**config.mk**
```make
export PLATFORM = sky130hd
export DESIGN_NAME = sel_rr_arbiter
export DESIGN_NICKNAME = d
export VERILOG_FILES = /design/src/rtl/sel_arb_pkg.sv /design/src/rtl/sel_rr_arbiter_rr_pick.sv /design/src/rtl/sel_rr_arbiter.sv
export SDC_FILE = /design/constraint.sdc
export NUM_CORES = 1
export LEC_CHECK = 0
export ABC_AREA = 1
export BUFFER_PORTS_ARGS = -buffer_cell sky130_fd_sc_hd__buf_2
export CAP_MARGIN = 0
export CORE_MARGIN = 10
export CORE_UTILIZATION = 38
export DETAILED_ROUTE_END_ITERATION = 10
export GPL_TIMING_DRIVEN = 0
export PLACE_DENSITY_LB_ADDON = 0.1
export SLEW_MARGIN = 0
export SYNTH_ARGS = -nofsm -noshare
export SYNTH_HDL_FRONTEND = slang
export SYNTH_SLANG_ARGS = --single-unit
```
**constraint.sdc**
```tcl
create_clock -name iClk -period 2.25 [get_ports iClk]
set_clock_uncertainty 0.15 [all_clocks]
set_input_delay 0.1125 -clock iClk [delete_from_list [all_inputs] [get_ports iClk]]
set_output_delay 0.1125 -clock iClk [all_outputs]
set_load 0.03 [all_outputs]
```
**src/rtl/sel_arb_pkg.sv**
```systemverilog
// ---------------------------------------------------------------------------
// sel_arb_pkg
// Shared definitions for the code-select mux round-robin arbiter.
//   NUM_REQ        : number of requesters sharing the mux
//   SEL_W          : width of the mux select
//   state_t        : arbiter state (IDLE / BUSY)
//   onehot_to_idx  : encodes a one-hot grant vector into a select index
// ---------------------------------------------------------------------------
package sel_arb_pkg;

  localparam int NUM_REQ = 4;
  localparam int SEL_W   = 2;

  typedef enum logic {
    IDLE = 1'b0,
    BUSY = 1'b1
  } state_t;

  // OR-reduction encoder: correct for any vector with at most one bit set.
  function automatic logic [SEL_W-1:0] onehot_to_idx(input logic [NUM_REQ-1:0] onehot);
    logic [SEL_W-1:0] idx;
    idx = '0;
    for (int i = 0; i < NUM_REQ; i++) begin
      if (onehot[i]) idx = idx | SEL_W'(i);
    end
    return idx;
  endfunction

endpackage

```
**src/rtl/sel_rr_arbiter_rr_pick.sv**
```systemverilog
// ---------------------------------------------------------------------------
// rr_pick
// Combinational round-robin search. Scans iStart, iStart+1, ... (mod NUM_REQ)
// and returns the first requesting index, optionally skipping one index.
//   iReq     : request vector
//   iStart   : first index examined
//   iExclEn  : when 1, iExclIdx is never selected
//   iExclIdx : index to skip (the current owner)
//   oFound   : some eligible requester exists
//   oIdx     : chosen index (iStart when nothing is found)
// ---------------------------------------------------------------------------
module rr_pick
  import sel_arb_pkg::*;
(
  input  logic [NUM_REQ-1:0] iReq,
  input  logic [SEL_W-1:0]   iStart,
  input  logic               iExclEn,
  input  logic [SEL_W-1:0]   iExclIdx,
  output logic               oFound,
  output logic [SEL_W-1:0]   oIdx
);

  logic [SEL_W-1:0]   w_cand_idx [NUM_REQ];
  logic [NUM_REQ-1:0] w_cand_ok;

  // Candidate gi is the index gi steps after the start; the adder wraps
  // naturally because SEL_W bits cover exactly NUM_REQ indices.
  generate
    for (genvar gi = 0; gi < NUM_REQ; gi++) begin : g_cand
      assign w_cand_idx[gi] = iStart + SEL_W'(gi);
      assign w_cand_ok[gi]  = iReq[w_cand_idx[gi]] &&
                              !(iExclEn && (w_cand_idx[gi] == iExclIdx));
    end
  endgenerate

  // Walk from the farthest candidate down so the nearest eligible one wins.
  always_comb begin
    oFound = 1'b0;
    oIdx   = iStart;
    for (int i = NUM_REQ - 1; i >= 0; i--) begin
      if (w_cand_ok[i]) begin
        oFound = 1'b1;
        oIdx   = w_cand_idx[i];
      end
    end
  end

endmodule

```
**src/rtl/sel_rr_arbiter.sv**
```systemverilog
// ---------------------------------------------------------------------------
// sel_rr_arbiter
// Round-robin arbiter in front of the 4:1 code-select mux. Grants one of four
// requesters, bounding each tenure to MAX_HOLD cycles while others wait.
//   iClk    : clock, rising edge
//   iRst_n  : asynchronous active-low reset
//   iReq    : per-source request
//   iLock   : (only with SEL_RR_ARBITER_LOCK_EN) suppresses forced rotation
//   oGrant  : registered one-hot grant, zero when idle
//   oSel    : registered mux select, index of the granted source
//   oValid  : high while oGrant is non-zero
// Optional feature macro: SEL_RR_ARBITER_LOCK_EN
// ---------------------------------------------------------------------------
module sel_rr_arbiter
  import sel_arb_pkg::*;
#(
  parameter int MAX_HOLD = 4,
  parameter int CNT_W    = 3
) (
  input  logic               iClk,
  input  logic               iRst_n,
  input  logic [NUM_REQ-1:0] iReq,
`ifdef SEL_RR_ARBITER_LOCK_EN
  input  logic               iLock,
`endif
  output logic [NUM_REQ-1:0] oGrant,
  output logic [SEL_W-1:0]   oSel,
  output logic               oValid
);

  state_t             r_state;
  logic [SEL_W-1:0]   r_ptr;
  logic [CNT_W-1:0]   r_cnt;
  logic [NUM_REQ-1:0] r_grant;
  logic [SEL_W-1:0]   r_sel;

  state_t             w_state_next;
  logic [SEL_W-1:0]   w_ptr_next;
  logic [CNT_W-1:0]   w_cnt_next;
  logic [NUM_REQ-1:0] w_grant_next;
  logic [SEL_W-1:0]   w_sel_next;

  logic               w_found;
  logic [SEL_W-1:0]   w_pick_idx;
  logic [NUM_REQ-1:0] w_pick_onehot;
  logic [SEL_W-1:0]   w_owner;
  logic               w_cnt_at_max;
  logic               w_lock;

`ifdef SEL_RR_ARBITER_LOCK_EN
  assign w_lock = iLock;
`else
  assign w_lock = 1'b0;
`endif

  // While BUSY, r_sel is the owner and r_ptr is owner+1, so a search from
  // r_ptr that skips the owner yields the next requester after the owner.
  assign w_owner = r_sel;

  rr_pick u_rr_pick (
    .iReq     (iReq),
    .iStart   (r_ptr),
    .iExclEn  (r_state == BUSY),
    .iExclIdx (w_owner),
    .oFound   (w_found),
    .oIdx     (w_pick_idx)
  );

  assign w_pick_onehot = {{(NUM_REQ-1){1'b0}}, 1'b1} << w_pick_idx;
  assign w_cnt_at_max  = (r_cnt == CNT_W'(MAX_HOLD));

  always_comb begin
    w_state_next = r_state;
    w_ptr_next   = r_ptr;
    w_cnt_next   = r_cnt;
    w_grant_next = r_grant;

    case (r_state)
      IDLE: begin
        w_grant_next = '0;
        if (w_found) begin
          w_state_next = BUSY;
          w_grant_next = w_pick_onehot;
          w_ptr_next   = w_pick_idx + SEL_W'(1);
          w_cnt_next   = CNT_W'(1);
        end
      end
      BUSY: begin
        if (!iReq[w_owner]) begin
          if (w_found) begin
            // Release with others waiting: hand over without an idle bubble.
            w_grant_next = w_pick_onehot;
            w_ptr_next   = w_pick_idx + SEL_W'(1);
            w_cnt_next   = CNT_W'(1);
          end else begin
            w_state_next = IDLE;
            w_grant_next = '0;
            w_cnt_next   = '0;
          end
        end else if (w_cnt_at_max && w_found && !w_lock) begin
          // Tenure expired while someone else waits: force rotation.
          w_grant_next = w_pick_onehot;
          w_ptr_next   = w_pick_idx + SEL_W'(1);
          w_cnt_next   = CNT_W'(1);
        end else if (!w_cnt_at_max) begin
          w_cnt_next = r_cnt + CNT_W'(1);
        end
      end
      default: begin
        w_state_next = IDLE;
        w_grant_next = '0;
      end
    endcase
  end

  // The select only moves when a grant is issued; in IDLE it keeps its value.
  assign w_sel_next = (|w_grant_next) ? onehot_to_idx(w_grant_next) : r_sel;

  always_ff @(posedge iClk or negedge iRst_n) begin
    if (!iRst_n) begin
      r_state <= IDLE;
      r_ptr   <= '0;
      r_cnt   <= '0;
      r_grant <= '0;
      r_sel   <= '0;
    end else begin
      r_state <= w_state_next;
      r_ptr   <= w_ptr_next;
      r_cnt   <= w_cnt_next;
      r_grant <= w_grant_next;
      r_sel   <= w_sel_next;
    end
  end

  assign oGrant = r_grant;
  assign oSel   = r_sel;
  assign oValid = |r_grant;

endmodule

```
==> impl_metrics.py, run 1 <==
metrics = {
    "grt": {
        "grt_pass1_wl_um": 4240,
        "grt_pass1_vias": 979,
        "grt_max_degree": 13,
        "grt_overflow": 0,
        "grtUsageTotal_pct": 9.92,
        "antenna_found_initial": 0,
    },
    "sta": {
        "holdWs_ns": 0.0989,
        "maxSlewViolCount": 0,
        "timing_hold_violations_final": 0,
        "grt_setup_unrepaired": "true",
        "setup_viol": 6,
        "worst_pin_slew_ns": 0.289,
        "fmax_mhz": 417,
        "layout_setup_ws_ns": -0.150,
        "finalCriticalPeriod_ns": 2.40,
        "fin_crit_sh_pct": 107,
        "slew_headroom_pct": 80.7,
    },
    "setup_path": {
        "path_class": "flop to flop",
        "r2r_slack_ns": -0.15,
        "required_ns": 2.26,
        "crit_path_max_incr_delay_ns": 0.42,
        "cp_num_buf_inv": 2,
        "crit_fanout": 5,
        "cp_top_family": "simple AND/OR/NAND/NOR gates",
        "cp-end-kind": "flop",
        "crit_chain": "buf_6 > o21ai_1 > nand2_1 > nand2_2 > nand3_4 > nand2_1 > nand2_2 > xor2_4 > buf_4 > ha_4 > o211ai_1 > o21ai_2 > nor2_1 > o21ai_2",
        "crit_slowest_cell": "dfrtp_1",
        "critPathLaunchType": "flop",
        "arrival_ns": 2.41,
    },
    "yosys": {
        "synthTopCellsByArea": "dfrtp_1, nand2_1, ha_1, inv_1, nand3_1",
        "yosysTopAreaCell": "dfrtp_1",
        "synth_cell_type_count": 23,
        "synth_area_per_cell_um2": 7.18,
        "ys_seq_area_share_pct": 29.1,
        "synth_area_um2": 1030,
        "synth-seq-cells": 12,
        "syn_nets": 156,
        "synth_top_area_share_pct": 29.1,
        "synthesis.instances": 144,
        "yosysWarnings": 0,
    },
    "cells_and_area": {
        "fill_cells": 253,
        "syn2layout_area_growth_pct": 34.0,
        "drive_above_1_share_pct": 43.4,
        "final_nets": 188,
        "diodes": 0,
    },
    "cts": {
        "clock_path_buffers": 2,
        "htree_levels": 1,
        "cts_buffers": 3,
        "cts_tree": "built",
        "cts_sinks": 12,
        "root_buffer": "clkbuf_4",
        "clk_pin_slew_worst_paths_ns": 0.07,
        "clock_latency_ns": 0.27,
    },
    "die": {
        "coreArea_um2": 2540,
        "die_area_um2": 5210,
        "num_io_pins": 13,
        "num_rows": 18,
        "initial_core_util_pct": 40.6,
        "die_w_um": 72.2,
        "die_y_um": 72.2,
    },
    "route": {
        "drc": 0,
        "first_pass_iters": 4,
        "dr_total_vias": 1029,
        "wl_per_cell_um": 12.2,
        "ant_nets": 0,
        "drt_iter0_drc": 22,
        "vias_per_cell": 5.02,
        "wl_um": 2510,
    },
    "placed_design": {
        "port_buffers": 12,
        "dp_hpwl_um": 1890,
        "place_congestion": 0.800,
    },
    "status": {
        "violations": "setup timing",
        "status": "complete, but fails checks",
    },
    "run": {
        "drv_cap": 0,
    },
    "hold_path": {
        "hold_class": "input pin to asynchronous set/reset pin",
    },
}
==> final timing paths <==
path,depth (start not counted),to,startpoint
min in group iClk,6,r_state,iReq[2]
setup reg to reg,14,oSel[1],r_ptr[0]
hold / removal,2,r_cnt[0],iRst_n
hold reg to reg,2,oSel[0],oSel[0]
max in group asynchronous,2,oSel[0],iRst_n
setup / recovery,14,oSel[1],r_ptr[0]
==> cells in the final DEF (no fill, tap or decap), types with 3 or more instances in the layout <==
cell / count
buf_2: 13
buf_4: 11
buf_6: 4
clkbuf_4: 3
dfrtp_1: 10
ha_2: 3
inv_1: 13
inv_2: 6
nand2_1: 40
nand2_2: 9
nand2_4: 6
nand3_1: 9
nand3_2: 4
nand4_1: 3
nor2_1: 4
o211ai_1: 4
o21ai_0: 5
o21ai_2: 4
==> worst reg2reg max path, delay by kind of cell (launching register included) <==
kind            cells  cell delay (ns)
simple gates        6             0.60
xor+xnor            1             0.17
buf+inv             2             0.29
flops               1             0.42
fa+ha+maj           1             0.15
compound gates      4             0.50
==> cell families after synthesis <==
logic type,count (synthesis),share of synthesized area [%]
DFF,12,29.1
xor gates and xnor gates,1,0.848
AOI/OAI and AO/OA,20,12.1
buffers and inverters,22,9.44
adders and majority gates,6,7.26
and+or+nand+nor,83,41.3
==> stage by stage <==
step                      cell area (um^2)  util (%)  setup WS, ns  cells  TNS (ns)
after floorplan                       1050         -       0.00206    144         0
after global placement                1140      44.9        -0.242    186    -0.809
after detailed placement              1140      44.9        -0.298    186     -1.15
after CTS                             1290      50.8        -0.114    201    -0.278
after global routing                  1390      54.4        -0.321    205     -1.52
final                                 1390      54.4        -0.150    205    -0.440
==> metal layers <==
metal,vias to the layer above,part of all wire [%],global-route usage (%)
met5,-,0,0
met4,0,0,0.645
met3,0,3.5,3.67
met2,10,50,17.6
met1,485,47,11.5
li1,534,-,-
==> repair_timing <==
item,in CTS,in global routing
endpoints found under the setup margin,7,7
cloned,1,0
endpoints found under the hold margin,12,0
hold buffers,1,0
pin swaps,12,10
setup buffers,9,4
resized for setup,16,15
==> state kept, by name, indices dropped and copies added, names as in the netlist <==
name / flops
oSel: 2
r_ptr: 2
r_cnt: 3
r_state: 1
oGrant: 4
==> cell usage after synthesis <==
library cell	count
a21oi_1	4
and2_1	1
and3b_1	1
buf_6	2
dfrtp_1	12
ha_1	6
inv_1	18
inv_2	2
nand2_1	45
nand2_2	5
nand2_4	5
nand3_1	13
nand3_2	1
nand4_1	3
nand4_4	1
nor2_1	5
nor2_2	2
o2111ai_1	1
o211ai_1	4
o21ai_0	8
o21ai_2	3
or2_4	1
xor2_1	1
==> final cells by class <==
class	count	area (um^2)	share of cell area (%)
multi-input combinational	110	738	53.3
inverter	20	77.6	5.60
tap	30	37.5	2.71
sequential	12	303	21.9
timing repair buffer	27	180	13.0
buffer	2	22.5	1.63
clock buffer	4	26.3	1.90
Power of run 1 is not shown: default switching activity piles up to over one toggle a cycle in this logic, so the estimate is an artifact.
==> run 2: changes to the inputs <==
- ABC_CLOCK_PERIOD_IN_PS: not set -> 2250
- CORE_ASPECT_RATIO: not set -> 0.8
==> run 2 against run 1 <==
The flow still finishes with violations (setup timing); cell count grew 0.98%; design area shrank 1.4%; worst setup slack gained 0.015 ns; clock-buffer cell count is the same; via count shrank 3.8%; routed wire length grew 1.1%; sequential share of layout area grew 0.41 points; die area grew 0.25%.
==> impl_metrics.py, run 2 (same netlist as run 1, synthesis figures left out) <==
metrics = {
    "sta": {
        "worst_pin_slew_ns": 0.279,
        "layout_setup_ws_ns": -0.135,
        "fmax_mhz": 419,
        "grt_setup_unrepaired": "true",
        "maxSlewViolCount": 0,
        "fin_crit_sh_pct": 106,
        "setup_viol": 4,
        "holdWs_ns": 0.0891,
        "timing_hold_violations_final": 0,
        "finalCriticalPeriod_ns": 2.39,
        "slew_headroom_pct": 81.4,
    },
    "cts": {
        "clock_latency_ns": 0.28,
        "clock_path_buffers": 2,
        "root_buffer": "clkbuf_4",
        "cts_sinks": 12,
        "htree_levels": 1,
        "cts_tree": "built",
        "clk_pin_slew_worst_paths_ns": 0.08,
        "cts_buffers": 3,
    },
    "setup_path": {
        "rr_endpoint": "oSel[1]",
        "arrival_ns": 2.41,
        "r2r_cells": 17,
        "cp-end-kind": "flop",
        "crit_slowest_cell": "dfrtp_2",
        "r2r_start": "r_ptr[0]",
        "required_ns": 2.27,
        "r2r_slack_ns": -0.14,
        "critPathLaunchType": "flop",
        "crit_fanout": 5,
        "crit_path_max_incr_delay_ns": 0.45,
        "crit_chain": "buf_6 > or2_4 > nand3_2 > nand2_2 > nand2_4 > nand3_4 > o21ai_2 > nand2_1 > o21ai_2 > a21oi_2 > inv_1 > ha_2 > o211ai_1 > nand2_1 > inv_1 > nand2_1 > o21ai_2",
        "path_class": "flop to flop",
    },
    "hold_path": {
        "hold_class": "input pin to asynchronous set/reset pin",
    },
    "die": {
        "initial_core_util_pct": 41.0,
        "num_io_pins": 13,
        "die_area_um2": 5220,
        "coreArea_um2": 2520,
        "num_rows": 16,
        "die_y_um": 66.6,
        "die_w_um": 78.3,
    },
    "status": {
        "status": "complete, but fails checks",
        "violations": "setup timing",
    },
    "route": {
        "wl_met3_um": 84,
        "first_pass_iters": 4,
        "wl_um": 2540,
        "wl_per_cell_um": 12.3,
        "vias_per_cell": 4.78,
        "route.top_layer_used": "met4",
        "wirelength_met1_um": 1260,
        "routed-wl-met2_um": 1160,
        "ant_nets": 0,
        "dr_total_vias": 990,
        "drc": 0,
        "drt_iter0_drc": 44,
    },
    "cells_and_area": {
        "largest_reg_flops": 4,
        "final_cell_mix": "nand2_1, inv_1, buf_2, nand2_2, nand3_1",
        "drive_above_1_share_pct": 43.9,
        "final_nets": 184,
        "mostFrequentLayoutCell": "nand2_1",
        "utilization_pct": 54.1,
        "syn2layout_area_growth_pct": 32.1,
        "diodes": 0,
    },
    "grt": {
        "grt_pass1_vias": 964,
        "antenna_found_initial": 0,
        "grt_pass1_wl_um": 4250,
        "grt_max_degree": 13,
        "grt_overflow": 0,
        "grtUsageTotal_pct": 9.90,
    },
    "placed_design": {
        "port_buffers": 12,
        "dp_hpwl_um": 1890,
        "place_congestion": 0.767,
    },
    "run": {
        "drv_cap": 0,
    },
}
## run 2: per-layer routing
layer	global-route usage [%]	up-vias
met5	0	-
met4	3.35	0
met3	2.95	5
met2	15.7	11
met1	12.5	451
li1	-	523
## run 2: critical path, delay by kind of cell, from the launching register on
| family | cells | cell delay (ns) |
|---|---|---|
| AO/OA/AOI/OAI | 5 | 0.41 |
| adder cells (fa/ha/maj) | 1 | 0.16 |
| buffers and inverters | 3 | 0.29 |
| flip-flops | 1 | 0.45 |
| AND/OR/NAND/NOR | 8 | 0.83 |
## run 2: worst max-delay path by stage
| stage | from | endpoint | cells past startpoint |
|---|---|---|---|
| 4_1_cts | r_ptr[0] | oSel[1] | 16 |
| 5_1_grt | r_ptr[0] | oSel[1] | 17 |
| 6_report | r_ptr[0] | oSel[1] | 17 |
| 3_5_place_dp | r_ptr[0] | oSel[1] | 17 |
| 3_3_place_gp | r_ptr[0] | oSel[1] | 15 |
| 2_1_floorplan | oSel[0] | oSel[1] | 15 |
## run 2: timing repair
| item | 4_1_cts | 5_1_grt |
|---|---|---|
| gates resized for setup | 15 | 18 |
| pin swaps | 7 | 11 |
| endpoints found under the hold margin | 12 | 0 |
| hold buffers | 1 | 0 |
| setup buffers | 5 | 4 |
| endpoints found under the setup margin | 7 | 7 |
| gates cloned | 1 | 0 |
## run 2: stage by stage
stage / setup TNS [ns] / std cells / setup WS (ns) / instance area, um^2
after CTS: -0.279 / 203 / -0.123 / 1280
after global placement: -0.967 / 192 / -0.271 / 1150
after global routing: -1.12 / 207 / -0.298 / 1370
after detailed placement: -1.19 / 192 / -0.316 / 1150
final: -0.406 / 207 / -0.135 / 1370
after floorplan: 0 / 144 / 0.00206 / 1050
## run 2: area by class of cell
cell class / count / area (um^2)
fill: 256 / 1160
tap: 36 / 45.0
clock buffer: 4 / 36.3
timing repair buffer: 23 / 149
inverter: 20 / 82.6
buffer: 2 / 22.5
sequential: 12 / 304
multi-input combinational: 110 / 726
Power of run 2 is left out for the same reason.
